File: config.mk
export PLATFORM = sky130hd
export DESIGN_NAME = fnd_display_ctrl
export DESIGN_NICKNAME = d
export VERILOG_FILES = /design/src/rtl/fnd_display_ctrl.sv
export SDC_FILE = /design/constraint.sdc
export NUM_CORES = 1
export LEC_CHECK = 0
export CORE_MARGIN = 1
export CORE_UTILIZATION = 45
export DETAILED_ROUTE_END_ITERATION = 16
export HOLD_SLACK_MARGIN = 0.1
export SLEW_MARGIN = 20
export SYNTH_ARGS = -nofsm -noshare
export SYNTH_HDL_FRONTEND = slang
export SYNTH_SLANG_ARGS = --single-unit
File: constraint.sdc
create_clock -name clk -period 3.1 [get_ports clk]
set_clock_uncertainty 0.1 [all_clocks]
set_input_delay 0.775 -clock clk [delete_from_list [all_inputs] [get_ports clk]]
set_output_delay 0.775 -clock clk [all_outputs]
set_load 0.02 [all_outputs]
File: src/rtl/fnd_display_ctrl.sv
// -----------------------------------------------------------------------------
// fnd_display_ctrl
// Display-side consumer of the stopwatch/watch counters. Captures two 0..99
// binary pair values on a strobe, converts them to BCD with an iterative
// double-dabble engine and time-multiplexes a 4-digit common-anode FND.
//
// Optional build macro: LEADING_ZERO_BLANK_EN
//   defined   -> the leftmost (hi tens) digit is blanked when it is zero
//   undefined -> all four digits are always lit, leading zeros included
// -----------------------------------------------------------------------------
module fnd_display_ctrl #(
    parameter int         SCAN_DIV = 100_000,  // clocks per digit slot, >= 2
    parameter logic [6:0] SAT_VAL  = 7'd99     // substitute for inputs > 99
) (
    input  logic       clk,
    input  logic       reset_n,
    input  logic [6:0] i_hi,
    input  logic [6:0] i_lo,
    input  logic       i_valid,
    input  logic       i_dot,
    output logic       o_busy,
    output logic       o_sat,
    output logic [3:0] o_fnd_comm,
    output logic [7:0] o_fnd_font
);

    // ------------------------------------------------------------------
    // Constants
    // ------------------------------------------------------------------
    localparam int            PW         = (SCAN_DIV > 2) ? $clog2(SCAN_DIV) : 1;
    localparam logic [PW-1:0] PRESC_LAST = PW'(SCAN_DIV - 1);
    localparam logic [PW-1:0] PRESC_ONE  = PW'(1);
    localparam logic [PW-1:0] PRESC_ZERO = PW'(0);

    localparam logic [1:0] ST_IDLE = 2'd0;
    localparam logic [1:0] ST_CONV = 2'd1;
    localparam logic [1:0] ST_LOAD = 2'd2;

    // Seven shifts for a 7-bit value; the counter runs 0..6.
    localparam logic [2:0] LAST_SHIFT = 3'd6;

    // ------------------------------------------------------------------
    // Helper functions
    // ------------------------------------------------------------------

    // Saturate an input pair value to the largest displayable number.
    function automatic logic [6:0] clamp_val(input logic [6:0] v);
        logic [6:0] r;
        if (v > 7'd99) begin
            r = SAT_VAL;
        end else begin
            r = v;
        end
        return r;
    endfunction

    // Flag an input value that cannot be shown on two digits.
    function automatic logic over_range(input logic [6:0] v);
        return (v > 7'd99);
    endfunction

    // One double-dabble step: correct nibbles >= 5 by +3, then shift left.
    // Returns {bcd[7:0], bin[6:0]} after the step.
    function automatic logic [14:0] dd_step(input logic [7:0] bcd,
                                            input logic [6:0] bin);
        logic [7:0] adj;
        adj = bcd;
        if (adj[3:0] >= 4'd5) begin
            adj[3:0] = adj[3:0] + 4'd3;
        end else begin
            adj[3:0] = adj[3:0];
        end
        if (adj[7:4] >= 4'd5) begin
            adj[7:4] = adj[7:4] + 4'd3;
        end else begin
            adj[7:4] = adj[7:4];
        end
        return {adj[6:0], bin, 1'b0};
    endfunction

    // Active-low {g,f,e,d,c,b,a} pattern for a BCD digit.
    function automatic logic [6:0] seg_of(input logic [3:0] nib);
        logic [6:0] s;
        case (nib)
            4'd0:    s = 7'h40;
            4'd1:    s = 7'h79;
            4'd2:    s = 7'h24;
            4'd3:    s = 7'h30;
            4'd4:    s = 7'h19;
            4'd5:    s = 7'h12;
            4'd6:    s = 7'h02;
            4'd7:    s = 7'h78;
            4'd8:    s = 7'h00;
            4'd9:    s = 7'h10;
            default: s = 7'h7F;
        endcase
        return s;
    endfunction

    // ------------------------------------------------------------------
    // State
    // ------------------------------------------------------------------
    logic [1:0]    r_state;
    logic          r_pend;
    logic [6:0]    r_pend_hi;
    logic [6:0]    r_pend_lo;
    logic [6:0]    r_bin_hi;
    logic [6:0]    r_bin_lo;
    logic [7:0]    r_bcd_hi;
    logic [7:0]    r_bcd_lo;
    logic [2:0]    r_cnt;
    logic [7:0]    r_dig_hi;
    logic [7:0]    r_dig_lo;
    logic [PW-1:0] r_presc;
    logic [1:0]    r_idx;
    logic          r_busy;
    logic          r_sat;
    logic [3:0]    r_comm;
    logic [7:0]    r_font;

    logic          w_capture;
    logic [6:0]    w_src_hi;
    logic [6:0]    w_src_lo;
    logic [14:0]   w_step_hi;
    logic [14:0]   w_step_lo;
    logic [7:0]    w_dig_hi;
    logic [7:0]    w_dig_lo;
    logic [1:0]    w_idx_next;
    logic [3:0]    w_nib;
    logic          w_dp;
    logic [6:0]    w_seg;
    logic [3:0]    w_comm_next;
    logic [7:0]    w_font_next;

    // Capture decision: a fresh strobe beats an older pending value.
    always_comb begin
        w_capture = 1'b0;
        w_src_hi  = r_pend_hi;
        w_src_lo  = r_pend_lo;
        if (r_state == ST_IDLE) begin
            w_capture = i_valid | r_pend;
        end else begin
            w_capture = 1'b0;
        end
        if (i_valid) begin
            w_src_hi = i_hi;
            w_src_lo = i_lo;
        end else begin
            w_src_hi = r_pend_hi;
            w_src_lo = r_pend_lo;
        end
    end

    // Next double-dabble step for both pairs in parallel.
    always_comb begin
        w_step_hi = dd_step(r_bcd_hi, r_bin_hi);
        w_step_lo = dd_step(r_bcd_lo, r_bin_lo);
    end

    // Capture FSM: IDLE -> CONV (7 shifts) -> LOAD -> IDLE, with a 1-deep pending slot.
    always_ff @(posedge clk or negedge reset_n) begin
        if (!reset_n) begin
            r_state   <= ST_IDLE;
            r_pend    <= 1'b0;
            r_pend_hi <= 7'd0;
            r_pend_lo <= 7'd0;
            r_bin_hi  <= 7'd0;
            r_bin_lo  <= 7'd0;
            r_bcd_hi  <= 8'd0;
            r_bcd_lo  <= 8'd0;
            r_cnt     <= 3'd0;
            r_dig_hi  <= 8'd0;
            r_dig_lo  <= 8'd0;
            r_busy    <= 1'b0;
            r_sat     <= 1'b0;
        end else begin
            // Busy covers the capture edge through the LOAD edge.
            r_busy <= w_capture | (r_state != ST_IDLE);

            // Strobes arriving while the engine is working park in the pending slot.
            if ((r_state != ST_IDLE) && i_valid) begin
                r_pend    <= 1'b1;
                r_pend_hi <= i_hi;
                r_pend_lo <= i_lo;
            end else if (w_capture) begin
                r_pend    <= 1'b0;
            end

            case (r_state)
                ST_IDLE: begin
                    if (w_capture) begin
                        r_bin_hi <= clamp_val(w_src_hi);
                        r_bin_lo <= clamp_val(w_src_lo);
                        r_bcd_hi <= 8'd0;
                        r_bcd_lo <= 8'd0;
                        r_cnt    <= 3'd0;
                        r_sat    <= over_range(w_src_hi) | over_range(w_src_lo);
                        r_state  <= ST_CONV;
                    end
                end
                ST_CONV: begin
                    {r_bcd_hi, r_bin_hi} <= w_step_hi;
                    {r_bcd_lo, r_bin_lo} <= w_step_lo;
                    if (r_cnt == LAST_SHIFT) begin
                        r_state <= ST_LOAD;
                    end else begin
                        r_cnt <= r_cnt + 3'd1;
                    end
                end
                ST_LOAD: begin
                    r_dig_hi <= r_bcd_hi;
                    r_dig_lo <= r_bcd_lo;
                    r_state  <= ST_IDLE;
                end
                default: begin
                    r_state <= ST_IDLE;
                end
            endcase
        end
    end

    // Digit values seen by the next slot: a LOAD on the same edge wins.
    always_comb begin
        w_dig_hi = r_dig_hi;
        w_dig_lo = r_dig_lo;
        if (r_state == ST_LOAD) begin
            w_dig_hi = r_bcd_hi;
            w_dig_lo = r_bcd_lo;
        end else begin
            w_dig_hi = r_dig_hi;
            w_dig_lo = r_dig_lo;
        end
    end

    // Select the digit, decimal point and enable for the upcoming slot.
    always_comb begin
        w_idx_next  = r_idx + 2'd1;
        w_nib       = 4'd0;
        w_dp        = 1'b1;
        w_comm_next = 4'b1110;
        case (w_idx_next)
            2'd0: begin
                w_nib       = w_dig_lo[3:0];
                w_comm_next = 4'b1110;
            end
            2'd1: begin
                w_nib       = w_dig_lo[7:4];
                w_comm_next = 4'b1101;
            end
            2'd2: begin
                w_nib       = w_dig_hi[3:0];
                w_dp        = ~i_dot;
                w_comm_next = 4'b1011;
            end
            2'd3: begin
                w_nib       = w_dig_hi[7:4];
                w_comm_next = 4'b0111;
            end
            default: begin
                w_nib       = 4'd0;
                w_comm_next = 4'b1110;
            end
        endcase
        w_seg = seg_of(w_nib);
`ifdef LEADING_ZERO_BLANK_EN
        if ((w_idx_next == 2'd3) && (w_nib == 4'd0)) begin
            w_seg = 7'h7F;
        end else begin
            w_seg = seg_of(w_nib);
        end
`endif
        w_font_next = {w_dp, w_seg};
    end

    // Scan prescaler; enables and segments are registered together at slot boundaries.
    always_ff @(posedge clk or negedge reset_n) begin
        if (!reset_n) begin
            r_presc <= PRESC_ZERO;
            r_idx   <= 2'd0;
            r_comm  <= 4'b1110;
            r_font  <= 8'hC0;
        end else begin
            if (r_presc == PRESC_LAST) begin
                r_presc <= PRESC_ZERO;
                r_idx   <= w_idx_next;
                r_comm  <= w_comm_next;
                r_font  <= w_font_next;
            end else begin
                r_presc <= r_presc + PRESC_ONE;
            end
        end
    end

    assign o_busy     = r_busy;
    assign o_sat      = r_sat;
    assign o_fnd_comm = r_comm;
    assign o_fnd_font = r_font;

endmodule
==> flow_summary.ini <==
[sta]
maxSlewHeadroom = 0.5256
hold_violations = 0
tns_ns = 0
fmax_mhz = 358.7
timing.hold.ws_ns = 0.3174
slew_viol_final = 0
fin_crit_ns = 2.788
setup_slack_ns = 0.3124
setup_violations = 0
fin_crit_sh = 0.8992
rsz0062_at_grt = false
worstMarginPinSlew_ns = 0.7116

[global_routing]
grt_usage = 0.1953
antenna_found_initial = 0
grt_pass1_wl_um = 17390
grt_pass1_vias = 3555
grt_start_max_net_pins = 54
gr-total-overflow = 0

[drt]
drtPass1Iterations = 5
first_iter_violations = 179
vias = 3628
finalWirelength_um = 10210
wire_per_inst_um = 15.17
antenna_left = 0
vias_per_cell = 5.391
drc = 0

[power_and_ir_drop]
leakage_nw = 2.554
fin_total_pwr_mw = 3.986
max-vdd-ir-drop_mv = 0.3917
pwr_density_cell_nw_per_um2 = 699.2

[synthesis]
ys_seq_area_frac = 0.4995
synth.distinct_cells = 57
syn_nets = 531
yosys_warnings = 0
synth-edff-count = 0
syn_area_sq_um = 4972
ys_ff_latch = 99
ys_async_sr_fraction = 1.000
synthCells = 490
ys.flop_type = dfrtp_1
syn_avg_cell_area_sq_um = 10.15

[floorplanning]
fp.dieW_um = 107.1
rows = 38
num_io_pins = 32
start_util = 0.4607
die_area_sq_um = 11470
core_region_area_sq_um = 10790
die_h_um = 107.1

[clocking]
cts_tree = yes
cts_buffer_depth = 2
postCtsResizedCells = 0
clock_sinks = 99
htree_levels = 3
clk-insertion-delay-late_ns = 0.38
ctsHoldBuffers = 0
root_buffer = clkbuf_8
post_cts_buffers = 0
clkTransAtPathRegs_ns = 0.10
cts_inserted_buffers = 9

[min_path]
worst_hold_path_type = in -> async

[placed_design]
place_hpwl_um = 7184
place_congestion = 0.8173
dp_slack_ns = 0.2929
placement.io_buffers = 31

[cells_and_area]
layout.nets = 569
drive_above_1_share = 0.1257
area_growth_pct = 14.65
antenna_cells = 0
final_util = 0.5282

[worst_setup_path]
critPathRequiredTime_ns = 3.30
critPathArrivalTime_ns = 2.99
endpoint_kind = flip-flop
cp_max_fo = 8
criticalPathCategory = reg -> reg
worst_setup_path_start_kind = flip-flop

[status]
status = complete, no violations

[job]
cap_violations = 0
[layer usage]
layer  wire length [um]  share of wire  track usage
met3                342          0.034      0.04559
met2               5089           0.50       0.3258
met4                116          0.011      0.06164
met5                  0              0            0
met1               4660           0.46       0.2507
[cell usage after synthesis (4+ instances only)]
master    count  area (sq um)
a221oi_1      4         35.03
nor2_1       38         142.6
mux2i_1      12         120.1
nor3_1        8         40.04
xor2_1       11         96.34
a21oi_1      18         90.09
a31oi_1       4         25.02
a211oi_1      8         60.06
o21ai_0      36         180.2
o22ai_1       4         25.02
nand3_1       7         35.03
nand2_1      72         270.3
clkbuf_1     14         52.55
nor2b_1       7         43.79
o31ai_1       4         30.03
xnor2_1      10         87.58
mux2_2       18         202.7
dfrtp_1      94          2352
a32o_1        4         40.04
nand2b_1      6         37.54
inv_1        25         93.84
ha_1         23         287.8
dfstp_2       5         131.4
[path summary, 6_finish.rpt]
| path | from | end | slack [ns] | depth (start not counted) |
|---|---|---|---|---|
| max in group asynchronous | reset_n | o_fnd_font[6]$_DFFE_PN1N_ | 1.83 | 2 |
| hold reg to reg | o_fnd_comm[3]$_DFFE_PN1N_ | o_fnd_comm[3]$_DFFE_PN1N_ | 0.38 | 2 |
| hold / removal | reset_n | r_presc[16]$_DFF_PN0_ | 0.32 | 1 |
| setup reg to reg | r_idx[0]$_DFFE_PN0N_ | o_fnd_font[5]$_DFFE_PN0N_ | 0.31 | 11 |
| min in group clk | o_fnd_comm[3]$_DFFE_PN1N_ | o_fnd_comm[3]$_DFFE_PN1N_ | 0.38 | 2 |
| setup / recovery | r_idx[0]$_DFFE_PN0N_ | o_fnd_font[5]$_DFFE_PN0N_ | 0.31 | 11 |
[layout make-up]
| class | count | area [sq um] |
|---|---|---|
| Clock inverter | 7 | 76.32 |
| Clock buffer | 9 | 123.9 |
| Inverter | 25 | 93.84 |
| Tap cell | 140 | 175.2 |
| Multi-Input combinational cell | 344 | 2292 |
| Timing Repair Buffer | 49 | 455.4 |
| Fill cell | 994 | 5092 |
| Sequential cell | 99 | 2484 |
[state kept, by name, indices dropped and copies added (netlist names), 3 cells and up]
name	flops
r_bcd_lo	8
o_fnd_font	8
r_bcd_hi	8
o_fnd_comm	4
r_cnt	3
r_pend_lo	7
r_bin_lo	7
r_bin_hi	7
r_dig_hi	8
r_dig_lo	8
r_pend_hi	7
r_presc	17
[cells in the final DEF (no fill, tap or decap), types with 7 or more instances in the layout]
master / netlist / routed
clkbuf_8: 0 / 9
ha_1: 23 / 22
mux2i_1: 12 / 12
inv_1: 25 / 25
dfrtp_1: 94 / 94
o21ai_0: 36 / 36
nor2_1: 38 / 38
buf_4: 3 / 18
xnor2_1: 10 / 10
nand2_1: 72 / 72
a21oi_1: 18 / 18
nor3_1: 8 / 8
nor2b_1: 7 / 7
mux2_2: 18 / 18
xor2_1: 11 / 11
nand3_1: 7 / 7
a211oi_1: 8 / 8
clkdlybuf4s50_1: 0 / 30
[kinds of logic after synthesis]
logic type,count (synthesis),share of synthesized area
xor+xnor,21,0.03699
mux,31,0.06794
buf+inv,47,0.04001
compound gates,109,0.1467
fa+ha+maj,23,0.05788
flops,99,0.4995
simple gates,160,0.1510
[through the flow]
stage | instances | area, sq um
2_1_floorplan | 490 | 4972
3_3_place_gp | 657 | 5498
3_5_place_dp | 657 | 5498
4_1_cts | 673 | 5698
5_1_grt | 673 | 5700
6_report | 673 | 5700
[worst max-delay path: stages (launching register included)]
cell and delay, ns:
dfrtp_1 0.43, inv_1 0.17, ha_2 0.29, nand2_1 0.07, o211ai_1 0.17, a221oi_1 0.07, a21oi_1 0.27, inv_1 0.14
ha_1 0.24, o41a_1 0.42, o211a_1 0.21, nor3_1 0.12
[power breakdown]
group	total [mW]	leakage [nW]	switching [mW]	internal, mW
Clock	0.857	0.0958	0.480	0.377
Sequential	1.85	1.27	0.241	1.61
Combinational	1.28	1.19	0.705	0.573
Total	3.99	2.55	1.43	2.56
No activity file was read; power rests on OpenSTA's default activity.
